--- src/rtl/stopwatch_pkg.sv ---
// Shared types and constants for the MM:SS stopwatch core.
// Helpers convert a two-digit BCD field to binary and back.
package stopwatch_pkg;

    typedef logic [3:0] bcd_t;

    typedef enum logic [1:0] {
        PAUSED = 2'd0,
        RUN    = 2'd1,
        DONE   = 2'd2
    } state_t;

    localparam int SEC_MAX = 59;
    localparam int BCD_W   = 16;

    function automatic logic [6:0] bcd2bin(input bcd_t tens, input bcd_t ones);
        return {3'b000, tens} * 7'd10 + {3'b000, ones};
    endfunction

    function automatic logic [7:0] bin2bcd(input logic [6:0] bin);
        logic [6:0] tens;
        tens = bin / 7'd10;
        return {4'(tens), 4'(bin - tens * 7'd10)};
    endfunction

endpackage

--- src/rtl/stopwatch_if.sv ---
// Control/status bundle between the tick dividers, the stopwatch core and the display driver.
interface stopwatch_if;
    import stopwatch_pkg::*;

    logic             run_tick;
    logic             adj_tick;
    logic             pause;
    logic             adj;
    logic             sel;
    logic             dir;
    logic             load;
    logic [BCD_W-1:0] load_bcd;
    logic             lap;
    logic [BCD_W-1:0] count_bcd;
    logic [BCD_W-1:0] lap_bcd;
    logic             lap_valid;
    logic             running;
    logic             done;
    logic             load_err;

    modport master (
        output run_tick, adj_tick, pause, adj, sel, dir, load, load_bcd, lap,
        input  count_bcd, lap_bcd, lap_valid, running, done, load_err
    );

    modport slave (
        input  run_tick, adj_tick, pause, adj, sel, dir, load, load_bcd, lap,
        output count_bcd, lap_bcd, lap_valid, running, done, load_err
    );

endinterface

--- src/rtl/stopwatch_core_bcd_field.sv ---
// Two-digit BCD register wrapping at MAX; supports +1, -1, +STEP (mod MAX+1) and parallel load.
// carry/borrow flag the wrap so a higher field can follow.
module bcd_field
    import stopwatch_pkg::*;
#(
    parameter int MAX  = 59,
    parameter int STEP = 1
) (
    input  logic       clk,
    input  logic       rst,
    input  logic       up,
    input  logic       down,
    input  logic       add,
    input  logic       load,
    input  logic [7:0] load_val,
    output logic [7:0] value,
    output logic [7:0] nxt,
    output logic       carry,
    output logic       borrow
);

    localparam logic [6:0] MAX_B  = 7'(MAX);
    localparam logic [6:0] MOD_B  = 7'(MAX + 1);
    localparam logic [6:0] STEP_B = 7'(STEP);

    logic [6:0] bin;
    logic [6:0] bin_nxt;

    assign bin = bcd2bin(value[7:4], value[3:0]);

    always_comb begin
        bin_nxt = bin;
        if (add) begin
            bin_nxt = (bin + STEP_B) % MOD_B;
        end else if (up) begin
            bin_nxt = (bin == MAX_B) ? 7'd0 : bin + 7'd1;
        end else if (down) begin
            bin_nxt = (bin == 7'd0) ? MAX_B : bin - 7'd1;
        end
    end

    assign nxt    = load ? load_val : bin2bcd(bin_nxt);
    assign carry  = up && (bin == MAX_B);
    assign borrow = down && (bin == 7'd0);

    always_ff @(posedge clk) begin
        if (rst) begin
            value <= 8'h00;
        end else begin
            value <= nxt;
        end
    end

endmodule

--- src/rtl/stopwatch_core.sv ---
// MM:SS BCD stopwatch/timer: tick edge detect, run/pause/done FSM, load check and lap capture.
//
//  state  | meaning
//  PAUSED | count frozen, waiting for pause pulse to start
//  RUN    | count steps on each run_tick edge (unless adj held)
//  DONE   | terminal value reached; left only by load or adjust step
module stopwatch_core
    import stopwatch_pkg::*;
#(
    parameter int MIN_MAX  = 59,
    parameter int ADJ_STEP = 2
) (
    input  logic       clk,
    input  logic       rst,
    stopwatch_if.slave bus
);

    localparam logic [7:0]       MIN_TERM = {4'(MIN_MAX / 10), 4'(MIN_MAX % 10)};
    localparam logic [7:0]       SEC_TERM = {4'(SEC_MAX / 10), 4'(SEC_MAX % 10)};
    localparam logic [BCD_W-1:0] UP_TERM  = {MIN_TERM, SEC_TERM};

    state_t           state;
    state_t           state_nxt;
    logic             run_prev;
    logic             adj_prev;
    logic             run_edge;
    logic             adj_edge;
    logic [7:0]       sec_val;
    logic [7:0]       min_val;
    logic [7:0]       sec_nxt;
    logic [7:0]       min_nxt;
    logic             sec_carry;
    logic             sec_borrow;
    logic             min_carry;
    logic             min_borrow;
    logic             unused_min_wrap;
    logic             load_ok;
    logic             load_acc;
    logic             adj_step;
    logic             cnt_step;
    logic             cnt_move;
    logic [BCD_W-1:0] term_val;
    logic             at_term;
    logic             hits_term;
    logic             running_q;
    logic             done_q;
    logic [BCD_W-1:0] lap_q;
    logic             lap_valid_q;
    logic             load_err_q;

    // Edges are registered, so a tick reaches the count two cycles after it rises.
    always_ff @(posedge clk) begin
        if (rst) begin
            run_prev <= 1'b0;
            adj_prev <= 1'b0;
            run_edge <= 1'b0;
            adj_edge <= 1'b0;
        end else begin
            run_prev <= bus.run_tick;
            adj_prev <= bus.adj_tick;
            run_edge <= bus.run_tick & ~run_prev;
            adj_edge <= bus.adj_tick & ~adj_prev;
        end
    end

    always_comb begin
        load_ok = (bus.load_bcd[15:12] <= 4'd9) && (bus.load_bcd[11:8] <= 4'd9) &&
                  (bus.load_bcd[7:4] <= 4'd5) && (bus.load_bcd[3:0] <= 4'd9) &&
                  (bcd2bin(bus.load_bcd[15:12], bus.load_bcd[11:8]) <= 7'(MIN_MAX));
    end

    assign load_acc  = bus.load & load_ok;
    assign adj_step  = adj_edge & bus.adj & ~bus.load;
    assign cnt_step  = run_edge & (state == RUN) & ~bus.adj & ~bus.load;
    assign term_val  = bus.dir ? '0 : UP_TERM;
    assign at_term   = ({min_val, sec_val} == term_val);
    assign cnt_move  = cnt_step & ~at_term;
    assign hits_term = cnt_step && ({min_nxt, sec_nxt} == term_val);

    bcd_field #(.MAX(SEC_MAX), .STEP(ADJ_STEP)) u_sec (
        .clk      (clk),
        .rst      (rst),
        .up       (cnt_move & ~bus.dir),
        .down     (cnt_move & bus.dir),
        .add      (adj_step & bus.sel),
        .load     (load_acc),
        .load_val (bus.load_bcd[7:0]),
        .value    (sec_val),
        .nxt      (sec_nxt),
        .carry    (sec_carry),
        .borrow   (sec_borrow)
    );

    bcd_field #(.MAX(MIN_MAX), .STEP(ADJ_STEP)) u_min (
        .clk      (clk),
        .rst      (rst),
        .up       (sec_carry),
        .down     (sec_borrow),
        .add      (adj_step & ~bus.sel),
        .load     (load_acc),
        .load_val (bus.load_bcd[15:8]),
        .value    (min_val),
        .nxt      (min_nxt),
        .carry    (min_carry),
        .borrow   (min_borrow)
    );

    // Minutes never wrap: counting stops at the terminal value first.
    assign unused_min_wrap = min_carry | min_borrow;

    always_comb begin
        state_nxt = state;
        if (bus.load) begin
            if (load_ok) begin
                state_nxt = PAUSED;
            end
        end else begin
            case (state)
                PAUSED: if (bus.pause) state_nxt = RUN;
                RUN: begin
                    if (hits_term) begin
                        state_nxt = DONE;
                    end else if (bus.pause) begin
                        state_nxt = PAUSED;
                    end
                end
                DONE: if (adj_step) state_nxt = PAUSED;
                default: state_nxt = PAUSED;
            endcase
        end
    end

    always_ff @(posedge clk) begin
        if (rst) begin
            state     <= PAUSED;
            running_q <= 1'b0;
            done_q    <= 1'b0;
        end else begin
            state     <= state_nxt;
            running_q <= (state_nxt == RUN);
            done_q    <= (state_nxt == DONE);
        end
    end

    always_ff @(posedge clk) begin
        if (rst) begin
            lap_q       <= '0;
            lap_valid_q <= 1'b0;
            load_err_q  <= 1'b0;
        end else begin
            if (bus.lap) begin
                lap_q       <= {min_val, sec_val};
                lap_valid_q <= 1'b1;
            end
            load_err_q <= bus.load & ~load_ok;
        end
    end

    assign bus.count_bcd = {min_val, sec_val};
    assign bus.lap_bcd   = lap_q;
    assign bus.lap_valid = lap_valid_q;
    assign bus.running   = running_q;
    assign bus.done      = done_q;
    assign bus.load_err  = load_err_q;

endmodule
--- src/flat_wrapper.sv ---
// flat-port wrapper written by rule: the top's interface ports become plain ports
module stopwatch_core_flat import stopwatch_pkg::*;
#(
    parameter int MIN_MAX  = 59,
    parameter int ADJ_STEP = 2
)
  (clk, rst, bus_run_tick, bus_adj_tick, bus_pause, bus_adj, bus_sel, bus_dir, bus_load, bus_load_bcd, bus_lap, bus_count_bcd, bus_lap_bcd, bus_lap_valid, bus_running, bus_done, bus_load_err);
  stopwatch_if bus_i ();
  input  logic clk;
  input  logic rst;
  input wire logic [$bits(bus_i.run_tick)-1:0] bus_run_tick;
  input wire logic [$bits(bus_i.adj_tick)-1:0] bus_adj_tick;
  input wire logic [$bits(bus_i.pause)-1:0] bus_pause;
  input wire logic [$bits(bus_i.adj)-1:0] bus_adj;
  input wire logic [$bits(bus_i.sel)-1:0] bus_sel;
  input wire logic [$bits(bus_i.dir)-1:0] bus_dir;
  input wire logic [$bits(bus_i.load)-1:0] bus_load;
  input wire logic [$bits(bus_i.load_bcd)-1:0] bus_load_bcd;
  input wire logic [$bits(bus_i.lap)-1:0] bus_lap;
  output wire logic [$bits(bus_i.count_bcd)-1:0] bus_count_bcd;
  output wire logic [$bits(bus_i.lap_bcd)-1:0] bus_lap_bcd;
  output wire logic [$bits(bus_i.lap_valid)-1:0] bus_lap_valid;
  output wire logic [$bits(bus_i.running)-1:0] bus_running;
  output wire logic [$bits(bus_i.done)-1:0] bus_done;
  output wire logic [$bits(bus_i.load_err)-1:0] bus_load_err;
  assign bus_i.run_tick = bus_run_tick;
  assign bus_i.adj_tick = bus_adj_tick;
  assign bus_i.pause = bus_pause;
  assign bus_i.adj = bus_adj;
  assign bus_i.sel = bus_sel;
  assign bus_i.dir = bus_dir;
  assign bus_i.load = bus_load;
  assign bus_i.load_bcd = bus_load_bcd;
  assign bus_i.lap = bus_lap;
  assign bus_count_bcd = bus_i.count_bcd;
  assign bus_lap_bcd = bus_i.lap_bcd;
  assign bus_lap_valid = bus_i.lap_valid;
  assign bus_running = bus_i.running;
  assign bus_done = bus_i.done;
  assign bus_load_err = bus_i.load_err;
  stopwatch_core #(.MIN_MAX(MIN_MAX), .ADJ_STEP(ADJ_STEP)) u_core (.clk(clk), .rst(rst), .bus(bus_i));
endmodule
--- config.mk ---
export PLATFORM = sky130hd
export DESIGN_NAME = stopwatch_core_flat
export DESIGN_NICKNAME = d
export VERILOG_FILES = /design/src/rtl/stopwatch_pkg.sv /design/src/rtl/stopwatch_if.sv /design/src/rtl/stopwatch_core_bcd_field.sv /design/src/rtl/stopwatch_core.sv /design/src/flat_wrapper.sv
export SDC_FILE = /design/constraint.sdc
export NUM_CORES = 1
export LEC_CHECK = 0
export CAP_MARGIN = 20
export CORE_MARGIN = 1.5
export CORE_UTILIZATION = 60
export CTS_BUF_LIST = sky130_fd_sc_hd__clkbuf_2 sky130_fd_sc_hd__clkbuf_4 sky130_fd_sc_hd__clkbuf_8
export DETAILED_ROUTE_END_ITERATION = 6
export PLACE_DENSITY = 0.84
export SLEW_MARGIN = 25
export SYNTH_ARGS = -nofsm -noshare
export SYNTH_HDL_FRONTEND = slang
export SYNTH_SLANG_ARGS = --single-unit
--- constraint.sdc ---
create_clock -name clk -period 28.9 [get_ports clk]
set_input_delay 4.335 -clock clk [delete_from_list [all_inputs] [get_ports clk]]
set_output_delay 4.335 -clock clk [all_outputs]
set_load 0.03 [all_outputs]
# Yosys cells after proc, flatten, opt, wreduce, memory -nomap -nowiden
# Cells that the tools add are included.
[op_classes] n_addsub=11 mul=5 n_div=4 order_cmp=5 n_eq_ne=8 n_shift=0 n_mux=20 bitwise_logic=22 reduce_logical=10
[ops] operator="7-bit 2-to-1 mux" n=10
[ops] operator="16-bit equality test" n=2
[ops] operator="7-bit by 4-bit adder with 7-bit output" n=3
[ops] operator="4-bit by 3-bit multiplier with 6-bit output (second input constant)" n=3
[ops] operator="8-bit 2-to-1 mux" n=2
[ops] operator="15-bit 2-to-1 mux" n=1
[ops] operator="7-bit by 1-bit adder with 7-bit output (second input constant)" n=2
[ops] operator="7-bit by 2-bit adder with 7-bit output (second input constant)" n=2
[ops] operator="1-bit bitwise AND" n=14
[ops] operator="7-bit by 4-bit divider with 7-bit output (second input constant)" n=2
[ops] operator="7-bit by 6-bit equality test with 1-bit output (second input constant)" n=2
[ops] operator="7-bit zero test" n=2
[ops] operator="7-bit by 6-bit remainder unit with 7-bit output (second input constant)" n=2
[ops] operator="7-bit by 3-bit multiplier with 3-bit output (second input constant)" n=2
[ops] operator="7-bit by 1-bit subtractor with 7-bit output (second input constant)" n=2
[ops] operator="4-bit <= comparator (second input constant)" n=3
[ops] operator="2-bit 2-to-1 mux" n=6
[ops] operator="1-bit NOT" n=8
[ops] operator="4-bit subtractor" n=2
[ops] operator="7-bit by 6-bit <= comparator with 1-bit output (second input constant)" n=1
[ops] operator="1-bit logical AND" n=7
[ops] operator="2-bit case mux with 3 select lines" n=1
[ops] operator="2-bit by 1-bit equality test with 1-bit output (second input constant)" n=2
[ops] operator="2-bit equality test (second input constant)" n=2
[ops] operator="other kinds (2)" n=2
[totals] reg_bits=42 latchBits=0 ram_bits=0 romBits=0 input_bits=26 output_inout_bits=36 wordCells=97 n_memories=0

# Longest topological paths before layout
# Gate-level depths: netlist (run 1).
[logic_depth] depth_word=20 ltp_mapped=46 mapped_depth_nobuf=45

# Hierarchy
# Synthesis (run 1) repeated with hierarchy kept, for this count alone.
[unflattened] hier_cells=711 area_unflattened_um2=5915.7
[modules_own_cells] mod="bcd_field" instances=2 cells_each=279 area_each_um2=2255.9
[modules_own_cells] mod="stopwatch_core" instances=1 cells_each=153 area_each_um2=1403.8

# Worst setup path before layout (run 1)
# OpenSTA, ideal clock, no wires.
[synth_timing] path_type="input port to flip-flop" start="input port bus_dir" end="register u_core.done_q, in the netlist u_core.bus.done" t_arrival_ns=11.643 t_required_ns=28.814 slack_ns=17.171 path_stages=37 n_path_buf=2 path_cell_list="buf_2 -> or4b_1 -> nor3_1 -> o21ai_1 -> nand2_1 -> nor3_1 -> a2111oi_2 -> o21ba_1 -> buf_6 -> a211oi_2 -> nor2_1 -> ha_1 -> nand2_1 -> a2111oi_0 -> a211oi_1 -> mux2i_4 -> nor3_1 -> ha_1 -> a21o_1 -> o21ai_1 -> o211ai_4 -> inv_1 -> ha_1 -> nand2_1 -> and2_1 -> a31oi_1 -> o32ai_1 -> nor3_1 -> inv_1 -> ha_1 -> fa_1 -> nor4_1 -> nor2_1 -> or4_1 -> nor3_2 -> o311ai_2 -> a211oi_1"
[synth_via] elab_chain_cells=19 word_cells_on_any_way=29 classes_between="add/sub (2); mul (2); div (2); eq/ne (3); mux (12); bitwise (5); reduce/logical (3)"
[synth_lines] item="from (decl)" line="flat_wrapper.sv:16" text="input wire logic [$bits(bus_i.dir)-1:0] bus_dir;"
[synth_lines] item="15-bit 2-to-1 mux" line="stopwatch_core.sv:75" text="assign term_val = bus.dir ? '0 : UP_TERM;"
[synth_lines] item="16-bit equality test" line="stopwatch_core.sv:76" text="assign at_term = ({min_val, sec_val} == term_val);"
[synth_lines] item="1-bit NOT" line="stopwatch_core.sv:77" text="assign cnt_move = cnt_step & ~at_term;"
[synth_lines] item="1-bit bitwise AND" line="stopwatch_core.sv:77"
[synth_lines] item="1-bit bitwise AND" line="stopwatch_core.sv:84" text=".down (cnt_move & bus.dir),"
[synth_lines] item="1-bit logical AND" line="stopwatch_core_bcd_field.sv:44" text="assign borrow = down && (bin == 7'd0);"
[synth_lines] item="7-bit 2-to-1 mux" line="stopwatch_core_bcd_field.sv:37" text="end else if (down) begin"
[synth_lines] item="7-bit 2-to-1 mux" line="stopwatch_core_bcd_field.sv:35" text="end else if (up) begin"
[synth_lines] item="[... 3 more ...]"
[synth_lines] item="4-bit subtractor" line="stopwatch_pkg.sv:23" text="return {4'(tens), 4'(bin - tens * 7'd10)};"
[synth_lines] item="8-bit 2-to-1 mux" line="stopwatch_core_bcd_field.sv:42" text="assign nxt = load ? load_val : bin2bcd(bin_nxt);"
[synth_lines] item="16-bit equality test (*)" line="stopwatch_core.sv:78" text="assign hits_term = cnt_step && ({min_nxt, sec_nxt} == term_val);"
[synth_lines] item="1-bit logical AND (*)" line="stopwatch_core.sv:78"
[synth_lines] item="2-bit 2-to-1 mux (*)" line="stopwatch_core.sv:121" text="if (hits_term) begin"
[synth_lines] item="2-bit case mux with 3 select lines (*)" line="stopwatch_core.sv:118" text="case (state)"
[synth_lines] item="2-bit 2-to-1 mux (*)" line="stopwatch_core.sv:113" text="if (bus.load) begin"
[synth_lines] item="2-bit equality test (*)" line="stopwatch_core.sv:141" text="done_q <= (state_nxt == DONE);"
[synth_lines] item="to (signal assigned)" line="stopwatch_core.sv:141"
[synth_lines] item="to (decl)" line="stopwatch_core.sv:46" text="logic done_q;"
# Mark *: on every way between the ends. The rest lies on a longest branch, timed or not.
# A chain may end at the register's enable or synchronous reset.

# Worst setup path in the final report (run 1)
# Ends and elaborated chain as after synthesis.

==> results of run 1 <==
[registers in the layout (all words and copies together), names as in the netlist]
register and cells:
u_core.bus.done 1, u_core.bus.running 1, u_core.run_edge 1, u_core.adj_prev 1, u_core.bus.lap_valid 1, u_core.u_min.value 8, u_core.bus.lap_bcd 16, u_core.state 2
u_core.bus.load_err 1, u_core.run_prev 1, u_core.u_sec.value 8, u_core.adj_edge 1
[final timing paths]
check	slack, ps	cells past startpoint	endpoint
setup / recovery	15260	36	u_core.bus.done$_SDFF_PP0_
hold / removal	390	1	u_core.adj_edge$_SDFF_PP0_
setup reg to reg	17440	43	u_core.bus.done$_SDFF_PP0_
hold reg to reg	390	1	u_core.adj_edge$_SDFF_PP0_
[cells by family after synthesis]
family / Yosys count / share of synthesized area, %
simple gates: 305 / 28.7
compound gates: 222 / 28.8
buf+inv: 61 / 4.43
fa+ha+maj: 58 / 13.4
flops: 42 / 14.3
xor+xnor: 34 / 5.81
mux: 25 / 4.56
[layout make-up]
type                    count  area, um^2
repair buffers             63         626
inverters                  31         116
clock buffers               7        90.1
fillers                   798        2760
well taps                 129         161
multi-input cells         644        4780
flip-flops and latches     42         841
clock inverters             1        5.00
[routing by layer]
layer / routed length, um / vias up
li1: - / 2964
met5: 0 / -
met1: 7540 / 2901
met2: 7800 / 352
met3: 1580 / 30
met4: 235 / 0
[placed cells by master (no fill, tap or decap), types with 5 or more instances in the layout]
| cell | count |
|---|---|
| sky130_fd_sc_hd__nor2_1 | 68 |
| sky130_fd_sc_hd__clkdlybuf4s50_1 | 61 |
| sky130_fd_sc_hd__nand2_1 | 52 |
| sky130_fd_sc_hd__ha_1 | 50 |
| sky130_fd_sc_hd__dfxtp_1 | 42 |
| sky130_fd_sc_hd__a21oi_1 | 39 |
| sky130_fd_sc_hd__o21ai_0 | 28 |
| sky130_fd_sc_hd__inv_1 | 26 |
| sky130_fd_sc_hd__nand3_1 | 25 |
| sky130_fd_sc_hd__mux2i_1 | 23 |
| sky130_fd_sc_hd__nand4_1 | 22 |
| sky130_fd_sc_hd__nor3_1 | 22 |
| sky130_fd_sc_hd__xnor2_1 | 22 |
| sky130_fd_sc_hd__and3_1 | 20 |
| sky130_fd_sc_hd__a211oi_1 | 17 |
| sky130_fd_sc_hd__nor4_1 | 11 |
| sky130_fd_sc_hd__and2_1 | 11 |
| sky130_fd_sc_hd__a21o_1 | 10 |
| sky130_fd_sc_hd__o211ai_1 | 10 |
| sky130_fd_sc_hd__or4_1 | 9 |
| sky130_fd_sc_hd__nor2b_1 | 9 |
| sky130_fd_sc_hd__or3_1 | 9 |
| sky130_fd_sc_hd__xor2_1 | 8 |
| sky130_fd_sc_hd__o31ai_1 | 8 |
| sky130_fd_sc_hd__fa_1 | 8 |
| sky130_fd_sc_hd__o21ai_1 | 7 |
| sky130_fd_sc_hd__and4_1 | 6 |
| sky130_fd_sc_hd__a31oi_1 | 6 |
| sky130_fd_sc_hd__a211o_1 | 6 |
| sky130_fd_sc_hd__o22ai_1 | 6 |
| sky130_fd_sc_hd__clkbuf_8 | 6 |
| sky130_fd_sc_hd__nand2b_1 | 5 |
| sky130_fd_sc_hd__o2111ai_1 | 5 |
| sky130_fd_sc_hd__a22oi_1 | 5 |
| sky130_fd_sc_hd__or2_2 | 5 |
[worst max-delay path, delay by kind of cell]
family	cells	cell delay [ps]
buf+inv	3	1150
fa+ha+maj	5	1450
simple gates	14	3640
mux	1	140
compound gates	13	3130
[power by group through the flow]
stage	combinational (mW)	clock, mW	sequential, mW
after floorplan	0.474	0	0.0937
after detailed placement	0.638	0	0.0834
after CTS	0.642	0.0399	0.0820
after global placement	0.622	0	0.0828
final	0.654	0.0399	0.0821
after global routing	0.727	0.0423	0.0835
[stage by stage]
step | hold WS, ps | cell area [um^2] | worst slack, ps | power [mW]
after detailed placement | 383 | 6520 | 15220 | 0.722
after CTS | 393 | 6620 | 15530 | 0.764
final | 393 | 6620 | 15260 | 0.776
after global placement | 376 | 6520 | 15780 | 0.704
after global routing | 404 | 6620 | 14500 | 0.852
after floorplan | 367 | 5880 | 17170 | 0.568
==> reports/qor.csv, run 1 <==
metric;value;unit
critical_path.max_stage_delay;970;ps
syn-mean-instance-area;7.87;um^2
place.port_buffers;61;
globalRouteMet1Util;47.6;%
cts_buffer_depth;2;
chipHeight;102;um
max_slew_margin;36.9;%
cts_hold_buf;0;
pin_count;62;
cts_buffers;5;
grt_max_degree;30;
worst_setup_end_kind;flip-flop;
n_antenna_cell;0;
required;29110;ps
timing.hold.worst.class;flip-flop to flip-flop;
area.growth.synth_to_final;12.6;%
cts_resized;0;
setup_tns;0;ps
synth-edff-count;0;
mappedNetlistArea;0.00588;mm^2
first_global_vias;5793;
setup-violations-final;0;
synth.largest_area_cell;sky130_fd_sc_hd__dfxtp_1;
synthesis.nets;831;
power_switching_share;56.3;%
switchingPower;0.437;mW
first_iter_violations;598;
fin_cells;917;
post_synth_inst_count;747;
cts_setup_buffers;0;
design.final.nets;871;
worst-slew-pin-transition;944;ps
htreeDepth;2;
numClockSinks;42;
drt_first_pass_iters;5;
yosysWarnings;0;
async_reset_ff_share;0;%
antenna_found_initial;0;
grt-ovfl-total;0;
yosysSeqAreaShare;14.3;%
groute.layer.met3.usage;5.88;%
grt_first_pass_wirelength;28600;um
share_comb_of_total_power;84.3;%
power.leakage;2.56;nW
groute.layer.met2.usage;54.9;%
drt_wl_total;17200;um
start_util;62.7;%
p_seq_share;10.6;%
fin_crit;13640;ps
final_hold_viol_count;0;
tritoncts;yes;
global_route_total_usage_across_every_layer;33.9;%
fp.dieW;102;um
skew;9.69;ps
route.detailed.wl_per_inst;18.7;um
vdd_ir_drop_max;0.000103;V
cts.reportedPaths.clkPinSlew;80;ps
route.detailed.vias_per_inst;6.81;
placed_cells_incl_taps;909;
cp_max_fo;19;
status;finished, final reports clean;
fin_util;70.6;%
floorplan.rows;35;
synth_top_area_share;14.3;%
ys_ff_latch;42;
hpwlAfterDp;13600;um
drc;0;
vias;6247;
finalMaxSlewViolations;0;
ys_types;102;
crit_start;bus_dir;
crit_path_top_delay_cell;sky130_fd_sc_hd__clkdlybuf4s50_1;
power_density;117;mW/mm^2
dominantRegCellSynth;sky130_fd_sc_hd__dfxtp_1;
drive_gt1_share;7.74;%
ant_nets;0;
hp-start;u_core.adj_prev$_SDFF_PP0_;
coreArea;0.00937;mm^2
place_congestion;0.992;
finalCritPeriodShare;47.2;%
cell_internal_pwr;0.339;mW
ctsRootBufferMaster;sky130_fd_sc_hd__clkbuf_8;
unrepaired_setup_endpoints_after_global_routing;no;
highest_attainable_clock_frequency;0.0733;GHz
synthMostInstantiatedCell;sky130_fd_sc_hd__nor2_1;
source_to_sink_clock_delay_at_the_later_pin_of_the_worst_skew_pair;290;ps
cp.arrival;13860;ps
timing.setup.critical_path_class;primary input to flip-flop;
die_area;0.0104;mm^2
timing.rr.start;u_core.u_sec.value[7]$_SDFF_PP0_;
synthTopCellsByArea;sky130_fd_sc_hd__dfxtp_1, sky130_fd_sc_hd__ha_1, sky130_fd_sc_hd__nor2_1;
busiest_layer;met2;
power_frac_clock;5.1;%
drv_cap;0;
crit_path_start_kind;primary input;
synth_top_cells_by_count;sky130_fd_sc_hd__nor2_1, sky130_fd_sc_hd__nand2_1, sky130_fd_sc_hd__ha_1, sky130_fd_sc_hd__dfxtp_1, sky130_fd_sc_hd__a21oi_1;
(Power assumes the default switching activity.)
==> run 2: changes to the inputs <==
==> constraint.sdc (replaced) <==
create_clock -name clk -period 13.2 [get_ports clk]
set_input_delay 1.98 -clock clk [delete_from_list [all_inputs] [get_ports clk]]
set_output_delay 1.98 -clock clk [all_outputs]
set_load 0.03 [all_outputs]
==> run 2 against run 1 <==
The flow now finishes with violations (DRC). Routed wire length is 0.65% higher. Critical endpoint unchanged. Critical path type is now flip-flop to flip-flop. First-iteration DRC count is 5.2% lower. Largest cell class unchanged. Flip-flop and latch count stayed put. Via count is 0.99% higher. Clock power is 130% higher.
==> reports/qor.csv, run 2 (synthesis gave the netlist of run 1 again) <==
metric;value;unit;change
start_util;62.7;%;unchanged
ant_nets;0;;unchanged
finalCritPeriodShare;84.1;%;
drc;1;;+1
grt_first_pass_wirelength;27800;um;-2.5%
antenna_found_initial;0;;unchanged
drv_cap;0;;unchanged
tritoncts;yes;;
power_density;258;mW/mm^2;+120%
final_hold_viol_count;0;;unchanged
worst_path_most_repeated_cell;sky130_fd_sc_hd__ha_1;;
cts_hold_buf;0;;unchanged
cts_buffer_depth;2;;unchanged
required;13420;ps;-15690 ps
pin_count;62;;unchanged
timing.rr.start;u_core.u_sec.value[7]$_SDFF_PP0_;;
skew;9.13;ps;-0.566 ps
die_area;0.0104;mm^2;unchanged
area.growth.synth_to_final;12.6;%;unchanged
cts_resized;0;;unchanged
multi_input_comb_area;0.00478;mm^2;unchanged
floorplan.rows;35;;unchanged
global_route_total_usage_across_every_layer;33.1;%;-0.83 points
worst-slew-pin-transition;976;ps;+32.0 ps
timing.hold.worst.class;flip-flop to flip-flop;;
place_congestion;0.983;;-0.97%
fin_crit;11100;ps;
crit_path_top_delay_cell;sky130_fd_sc_hd__fa_1;;
n_antenna_cell;0;;unchanged
chipHeight;102;um;unchanged
cp_max_fo;10;;-9
timing.setup.critical_path_class;flip-flop to flip-flop;;
cts.reportedPaths.clkPinSlew;90;ps;about the same
layout.cells.most_common_list;sky130_fd_sc_hd__nor2_1, sky130_fd_sc_hd__clkdlybuf4s50_1, sky130_fd_sc_hd__nand2_1, sky130_fd_sc_hd__ha_1, sky130_fd_sc_hd__dfxtp_1;;
cts_buffers;5;;unchanged
setup-violations-final;0;;unchanged
critical_path.max_stage_delay;560;ps;-410 ps
grt-ovfl-total;0;;unchanged
hpwlAfterDp;13600;um;+0.10%
max_slew_margin;34.8;%;-2.1 points
place.port_buffers;61;;unchanged
path_delay_family;compound AO/OA/AOI/OAI gates;;
regToRegEndpoint;u_core.bus.done$_SDFF_PP0_;;
worst_setup_end_kind;flip-flop;;
reg2reg_depth;44;;+2.3%
design.final.nets;871;;unchanged
drt_wl_total;17300;um;+0.65%
register_cell_area_after_layout;841;um^2;unchanged
crit_start;u_core.u_sec.value[7]$_SDFF_PP0_;;
layout.cells.most_common;sky130_fd_sc_hd__nor2_1;;
crit_path_start_kind;flip-flop;;
source_to_sink_clock_delay_at_the_later_pin_of_the_worst_skew_pair;310;ps;+20 ps
route.detailed.vias_per_inst;6.88;;+0.99%
status;finished with violations;;
vias;6309;;+0.99%
first_iter_violations;567;;-5.2%
ctsRootBufferMaster;sky130_fd_sc_hd__clkbuf_8;;
worstHoldPathCells;1;;unchanged
fin_cells;917;;unchanged
hold_path_end;u_core.adj_edge$_SDFF_PP0_;;
finalMaxSlewViolations;0;;unchanged
failed_checks;DRC;;
ff2ff_setup_slack;2100;ps;-15340 ps
placed_cells_incl_taps;909;;unchanged
highest_attainable_clock_frequency;0.0901;GHz;
route.detailed.wl_per_inst;18.8;um;+0.65%
first_global_vias;5719;;-1.3%
cts_setup_buffers;0;;unchanged
drt_first_pass_iters;7;;+2
cp.arrival;11320;ps;-2540 ps
coreArea;0.00937;mm^2;unchanged
numClockSinks;42;;unchanged
unrepaired_setup_endpoints_after_global_routing;no;;
fillers;819;;+2.6%
worst-path-buf-inv;2;;-1
drive_gt1_share;7.74;%;unchanged
setup_tns;0;ps;unchanged
fp.dieW;102;um;unchanged
hp-start;u_core.adj_prev$_SDFF_PP0_;;
grt_max_degree;30;;unchanged
power.leakage;2.55;nW;-0.17%
largest_register_ffs;16;;unchanged
vdd_ir_drop_max;0.000192;V;+87%
htreeDepth;2;;unchanged
run 2: cell count changes in the layout (fill, tap and decap cells not counted), sizes merged:
cell,change
clkbuf,-1
clkinvlp,+1
run 2: worst max-delay path by stage:
stage | depth (start not counted) | end
after detailed placement | 36 | u_core.bus.done$_SDFF_PP0_
after CTS | 43 | u_core.bus.done$_SDFF_PP0_
after global routing | 43 | u_core.bus.done$_SDFF_PP0_
final | 44 | u_core.bus.done$_SDFF_PP0_
after floorplan | 44 | u_core.bus.done$_SDFF_PP0_
after global placement | 36 | u_core.bus.done$_SDFF_PP0_
run 2: area by class of cell:
class                           instances  area share [%]
Clock buffer                            6            1.25
Clock inverter                          2           0.189
Inverter                               31            1.76
Multi-Input combinational cell        644            72.2
Sequential cell                        42            12.7
Tap cell                              129            2.44
Timing Repair Buffer                   63            9.46
run 2: metal layers:
layer | wire, um | track usage [%] | vias to the layer above
li1 | - | - | 2957
met2 | 7820 | 53.6 | 390
met4 | 252 | 6.85 | 0
met5 | 0 | 0 | -
met1 | 7520 | 47.2 | 2928
met3 | 1670 | 4.31 | 34
run 2: stage by stage:
stage | instance area, um^2 | util [%] | hold slack, ps | setup slack, ps | power [mW]
6_report | 6620 | 70.6 | 394 | 2100 | 1.71
4_1_cts | 6620 | 70.6 | 396 | 2260 | 1.67
3_5_place_dp | 6520 | 69.6 | 383 | 2060 | 1.58
3_3_place_gp | 6520 | 69.6 | 375 | 2450 | 1.54
2_1_floorplan | 5880 | - | 367 | 3530 | 1.24
5_1_grt | 6620 | 70.6 | 406 | 1340 | 1.85
run 2: power breakdown:
group | total [mW] | internal [mW] | leakage (nW) | switching [mW]
Clock | 0.0902 | 0.0421 | 0.0472 | 0.0481
Sequential | 0.181 | 0.150 | 0.344 | 0.0304
Combinational | 1.44 | 0.550 | 2.16 | 0.888
Total | 1.71 | 0.743 | 2.55 | 0.967
